### config.mk
export PLATFORM = sky130hd
export DESIGN_NAME = debug_trace_fifo
export DESIGN_NICKNAME = d
export VERILOG_FILES = /design/src/rtl/debug_trace_fifo.sv
export SDC_FILE = /design/constraint.sdc
export NUM_CORES = 2
export LEC_CHECK = 0
export BUFFER_PORTS_ARGS = -buffer_cell sky130_fd_sc_hd__buf_4
export CORE_MARGIN = 1
export CORE_UTILIZATION = 30
export DETAILED_ROUTE_END_ITERATION = 6
export PLACE_DENSITY = 0.46
export SYNTH_ARGS = -nofsm -noshare
export SYNTH_HDL_FRONTEND = slang
export SYNTH_SLANG_ARGS = --single-unit
### constraint.sdc
create_clock -name clk -period 15.53 [get_ports clk]
set_input_delay 1.553 -clock clk [delete_from_list [all_inputs] [get_ports clk]]
set_output_delay 1.553 -clock clk [all_outputs]
set_load 0.005 [all_outputs]
### src/rtl/debug_trace_fifo.sv
// Writeback trace buffer: compacts up to LANES register-write retirements per cycle
// into a circular queue and drains them one per cycle over a valid/ready port.
module debug_trace_fifo #(
  parameter int LANES  = 2,
  parameter int DEPTH  = 32,
  parameter int DROP_W = 16
) (
  input  logic                  clk,
  input  logic                  rst,
  input  logic [LANES*32-1:0]   inst_addr_i,
  input  logic [LANES-1:0]      reg_write_i,
  input  logic [LANES*5-1:0]    reg_waddr_i,
  input  logic [LANES*32-1:0]   reg_wdata_i,
  input  logic                  trace_ready_i,
  input  logic                  clr_ovf_i,
  output logic                  trace_valid_o,
  output logic [31:0]           inst_addr_o,
  output logic [3:0]            reg_write_o,
  output logic [4:0]            reg_waddr_o,
  output logic [31:0]           reg_wdata_o,
  output logic [$clog2(DEPTH):0] count_o,
  output logic                  stall_o,
  output logic                  overflow_o,
  output logic [DROP_W-1:0]     drop_cnt_o
);

  localparam int AW = $clog2(DEPTH);
  localparam int CW = AW + 1;

  logic [AW-1:0]     head_q, head_d;
  logic [AW-1:0]     tail_q, tail_d;
  logic [CW-1:0]     count_q, count_d;
  logic              ovf_q, ovf_d;
  logic [DROP_W-1:0] drop_q, drop_d;

  logic [31:0] pc_mem    [DEPTH];
  logic [4:0]  waddr_mem [DEPTH];
  logic [31:0] wdata_mem [DEPTH];

  logic [AW-1:0] offs   [LANES];
  logic [AW-1:0] wr_idx [LANES];
  logic [CW-1:0] n_push;
  logic [CW-1:0] free_ent;
  logic          accept;
  logic          pop;
  logic [DROP_W:0] drop_sum;

  // Each writing lane lands at tail + (number of writing lanes below it), so idle lanes leave no holes.
  always_comb begin
    offs[0] = '0;
    for (int k = 1; k < LANES; k++) begin
      offs[k] = offs[k-1] + AW'(reg_write_i[k-1]);
    end
    for (int k = 0; k < LANES; k++) begin
      wr_idx[k] = tail_q + offs[k];
    end
    n_push = CW'(offs[LANES-1]) + CW'(reg_write_i[LANES-1]);
  end

  assign free_ent = CW'(DEPTH) - count_q;
  assign accept   = (n_push <= free_ent);
  assign pop      = trace_valid_o & trace_ready_i;
  assign drop_sum = {1'b0, drop_q} + (DROP_W+1)'(n_push);

  always_comb begin
    head_d  = head_q + AW'(pop);
    tail_d  = accept ? tail_q + AW'(n_push) : tail_q;
    count_d = count_q + (accept ? n_push : '0) - CW'(pop);
    ovf_d   = ovf_q;
    drop_d  = drop_q;
    if (clr_ovf_i) begin
      ovf_d  = 1'b0;
      drop_d = '0;
    end else if (!accept) begin
      ovf_d  = 1'b1;
      drop_d = drop_sum[DROP_W] ? '1 : drop_sum[DROP_W-1:0];
    end
  end

  always_ff @(posedge clk) begin
    if (!rst) begin
      head_q  <= '0;
      tail_q  <= '0;
      count_q <= '0;
      ovf_q   <= 1'b0;
      drop_q  <= '0;
    end else begin
      head_q  <= head_d;
      tail_q  <= tail_d;
      count_q <= count_d;
      ovf_q   <= ovf_d;
      drop_q  <= drop_d;
    end
  end

  always_ff @(posedge clk) begin
    if (rst && accept) begin
      for (int k = 0; k < LANES; k++) begin
        if (reg_write_i[k]) begin
          pc_mem[wr_idx[k]]    <= inst_addr_i[32*k +: 32];
          waddr_mem[wr_idx[k]] <= reg_waddr_i[5*k +: 5];
          wdata_mem[wr_idx[k]] <= reg_wdata_i[32*k +: 32];
        end
      end
    end
  end

  assign trace_valid_o = (count_q != '0);
  assign inst_addr_o   = trace_valid_o ? pc_mem[head_q]    : '0;
  assign reg_waddr_o   = trace_valid_o ? waddr_mem[head_q] : '0;
  assign reg_wdata_o   = trace_valid_o ? wdata_mem[head_q] : '0;
  assign reg_write_o   = {4{trace_valid_o}};
  assign count_o       = count_q;
  assign stall_o       = (free_ent < CW'(LANES));
  assign overflow_o    = ovf_q;
  assign drop_cnt_o    = drop_q;

endmodule

==> flow_summary.yaml <==
status:
  status: "complete, no violations"
clock_tree:
  cts_tree: "done"
  clock_path_buffers: 4
  htree_levels: 5
  cts_buffers: 278
  ctsHoldBuffers: 0
  root_buffer: "clkbuf_16"
  cts_sinks: 2241
  cts_setup_buffers: 0
  clk_latency_ns: 0.91
  cts_resized: 0
  path_clk_slew_ns: 0.06
die:
  initial_core_util: 0.302
  die_area_sq_um: 384000
  die_x_um: 620
  fp.dieH_um: 620
  rows: 226
  fp.coreArea_sq_um: 379000
  io_pins: 242
finish:
  regArea_sq_um: 67000
  fill_cells: 36143
  drive_above_1_share: 0.517
  nNetsFinal: 6663
  syn2layout_area_growth_pct: 12.7
  final_cell_area_sq_um: 129000
  multiInputGateArea_sq_um: 44000
worst_setup_path:
  timing.rr.start: "count_o[0]"
  worstPathMaxFanout: 42
  arrival_ns: 5.91
  worstSetupPathType: "flip-flop to output port"
  startpoint_type: "flip-flop"
  cp.required_ns: 13.98
  crit_end: "reg_wdata_o[22]"
  critPathCaptureType: "output port"
  reg2regPathDepth: 13
  crit_path_start: "head_q[0]"
  r2r_end: "waddr_mem[22][0]"
  r2r_slack_ns: 9.31
yosys:
  syn-cell-area_sq_um: 115000
  synthCells: 6660
  synth-async-reset-ratio: 0
  ys.flop_type: "edfxtp_1"
  ys_ff_latch: 2241
  yosysTopAreaCellShare: 0.579
  syn_area_per_cell_sq_um: 17.2
  synth-edff-count: 2208
  yosysSeqAreaShare: 0.584
  syn_nets: 6829
  synthDistinctLibCells: 67
  synth_warnings: 0
  synth_area_leaders: "edfxtp_1, mux2_2, mux4_2, mux2i_1, clkbuf_1"
  synth_top_cell_by_area: "edfxtp_1"
routing:
  wirelength_um: 431000
  drc: 0
  wl_per_cell_um: 36.8
  viasPerCell: 5.57
  dr.first_iter.drc_count: 6918
  antenna_left: 0
  dr.pass1.iters: 5
  vias: 65298
timing:
  post-route-period-util: 0.481
  setup_viol: 0
  final-hold-violation-count: 0
  slew_viol_final: 0
  worst_pin_slew_ns: 1.47
  period_needed_ns: 7.46
  max_freq_mhz: 134
  slew_headroom: 0.0138
  setup_slack_ns: 8.07
  fin_setup_tns_ns: 0
  skew_ns: 0.0413
  rsz0062_at_grt: "no"
global_route:
  antenna_found_initial: 37
  grt_overflow: 0
  grt_max_degree: 102
  grtUsageTotal: 0.220
  grt_pass1_wl_um: 588000
  first_global_vias: 66759
run:
  max_cap_viol_count: 0
place:
  place.gp.congestion: 0.766
  port_buffers: 241
  dpl_cell_area_sq_um: 121000
  dp_hpwl_um: 244000
  dpl_worst_slack_ns: 8.29
power:
  vdd_drop_max_mv: 0.0784
  swShare: 0.293
  p_leak_nw: 39.9
  intPower_mw: 12.0
  switching_power_mw: 4.97
  clkPwrFrac: 0.369
  combPwrFrac: 0.221
  seq_power_share: 0.410
  power-per-cell-area_nw_per_um2: 131
hold_path:
  hold_class: "flip-flop to flip-flop"
-- worst max-delay path, stage by stage (launching register included) --
cell and delay [ns]:
dfxtp_4 0.86, buf_4 0.62, buf_4 0.85, buf_4 0.81, mux4_2 0.62, mux2i_1 0.39, o22a_1 0.29, o221ai_1 0.19
buf_4 0.21
-- worst min path at each step --
stage                    start          to  depth (start not counted)
floorplan           overflow_o  overflow_o                          2
global route        overflow_o  overflow_o                          2
finish              overflow_o  overflow_o                          2
CTS                 overflow_o  overflow_o                          2
detailed placement  overflow_o  overflow_o                          2
global placement    overflow_o  overflow_o                          2
-- routing by layer --
layer | global-route usage | wire length, um | vias to the layer above
met1 | 0.302 | 188000 | 36095
met2 | 0.368 | 209000 | 2273
met3 | 0.0258 | 21900 | 520
li1 | - | - | 26406
met4 | 0.0589 | 11900 | 4
met5 | 0 | 30 | -
-- sequential cells by signal (all words and copies together) (netlist names) --
| name | count |
|---|---|
| pc_mem | 1024 |
| wdata_mem | 1024 |
| waddr_mem | 160 |
| drop_cnt_o | 16 |
| count_o | 6 |
| head_q | 5 |
| tail_q | 5 |
| overflow_o | 1 |
-- stage by stage --
step | hold WS (ns) | power, mW | util | std cells
4_1_cts | 0.489 | 17.2 | 0.340 | 11716
3_3_place_gp | 0.493 | 10.9 | 0.318 | 11230
2_1_floorplan | 0.465 | 9.31 | - | 6660
5_1_grt | 0.509 | 17.5 | 0.340 | 11720
3_5_place_dp | 0.476 | 10.9 | 0.318 | 11230
6_report | 0.480 | 17.0 | 0.340 | 11723
-- cell usage in the layout (no fill, tap or decap), drive strengths merged, types with 7 or more instances in the layout --
| master | Yosys | layout |
|---|---|---|
| a211o | 9 | 9 |
| a211oi | 12 | 12 |
| a21oi | 16 | 16 |
| a221oi | 14 | 14 |
| a22oi | 10 | 10 |
| and2 | 13 | 13 |
| buf | 344 | 422 |
| bufinv | 0 | 11 |
| clkbuf | 524 | 362 |
| clkinv | 0 | 99 |
| dfxtp | 33 | 33 |
| diode | 0 | 7 |
| edfxtp | 2208 | 2208 |
| ha | 22 | 22 |
| inv | 24 | 35 |
| mux2 | 2219 | 2219 |
| mux2i | 231 | 231 |
| mux4 | 547 | 547 |
| nand2 | 38 | 38 |
| nand2b | 9 | 9 |
| nand3 | 13 | 13 |
| nand4 | 7 | 7 |
| nor2 | 47 | 47 |
| nor2b | 8 | 8 |
| nor3 | 43 | 43 |
| nor4 | 11 | 11 |
| o21ai | 9 | 9 |
| o21bai | 9 | 9 |
| o221ai | 55 | 55 |
| o22a | 42 | 42 |
| o22ai | 12 | 12 |
| o31ai | 19 | 19 |
| or2 | 11 | 11 |
| or3 | 17 | 17 |
-- layout make-up --
cell class | instances | share of cell area
multi-input cells | 3527 | 0.341
flip-flops and latches | 2241 | 0.519
well taps | 5016 | 0.0486
inverters | 24 | 0.000698
clock buffers | 362 | 0.0576
clock inverters | 124 | 0.00791
diodes | 7 | 0.000136
repair buffers | 422 | 0.0254
-- logic make-up (layout without fill, tap and decap cells) --
group / count (synthesis) / count (layout) / share of synthesized area
xor gates and xnor gates: 8 / 8 / 0.000611
muxes: 2997 / 2997 / 0.346
and+or+nand+nor: 249 / 249 / 0.0129
DFF: 2241 / 2241 / 0.584
buffers and inverters: 892 / 932 / 0.0361
AOI/OAI and AO/OA: 248 / 248 / 0.0172
other: 0 / 7 / 0
adders and majority gates: 25 / 25 / 0.00293
-- cells in the mapped netlist (all sizes together) (24+ instances only) --
cell type,number
mux4,547
o22a,42
mux2i,231
clkbuf,524
dfxtp,33
edfxtp,2208
o221ai,55
nor3,43
buf,344
inv,24
mux2,2219
nand2,38
nor2,47
-- power groups by stage --
stage,sequential (mW),clock (mW),combinational (mW)
2_1_floorplan,7.04,0,2.28
3_3_place_gp,7.08,0,3.81
3_5_place_dp,7.08,0,3.82
4_1_cts,6.95,6.41,3.83
5_1_grt,6.97,6.61,3.95
6_report,6.96,6.27,3.75
Power figures use the tool's default switching activity.
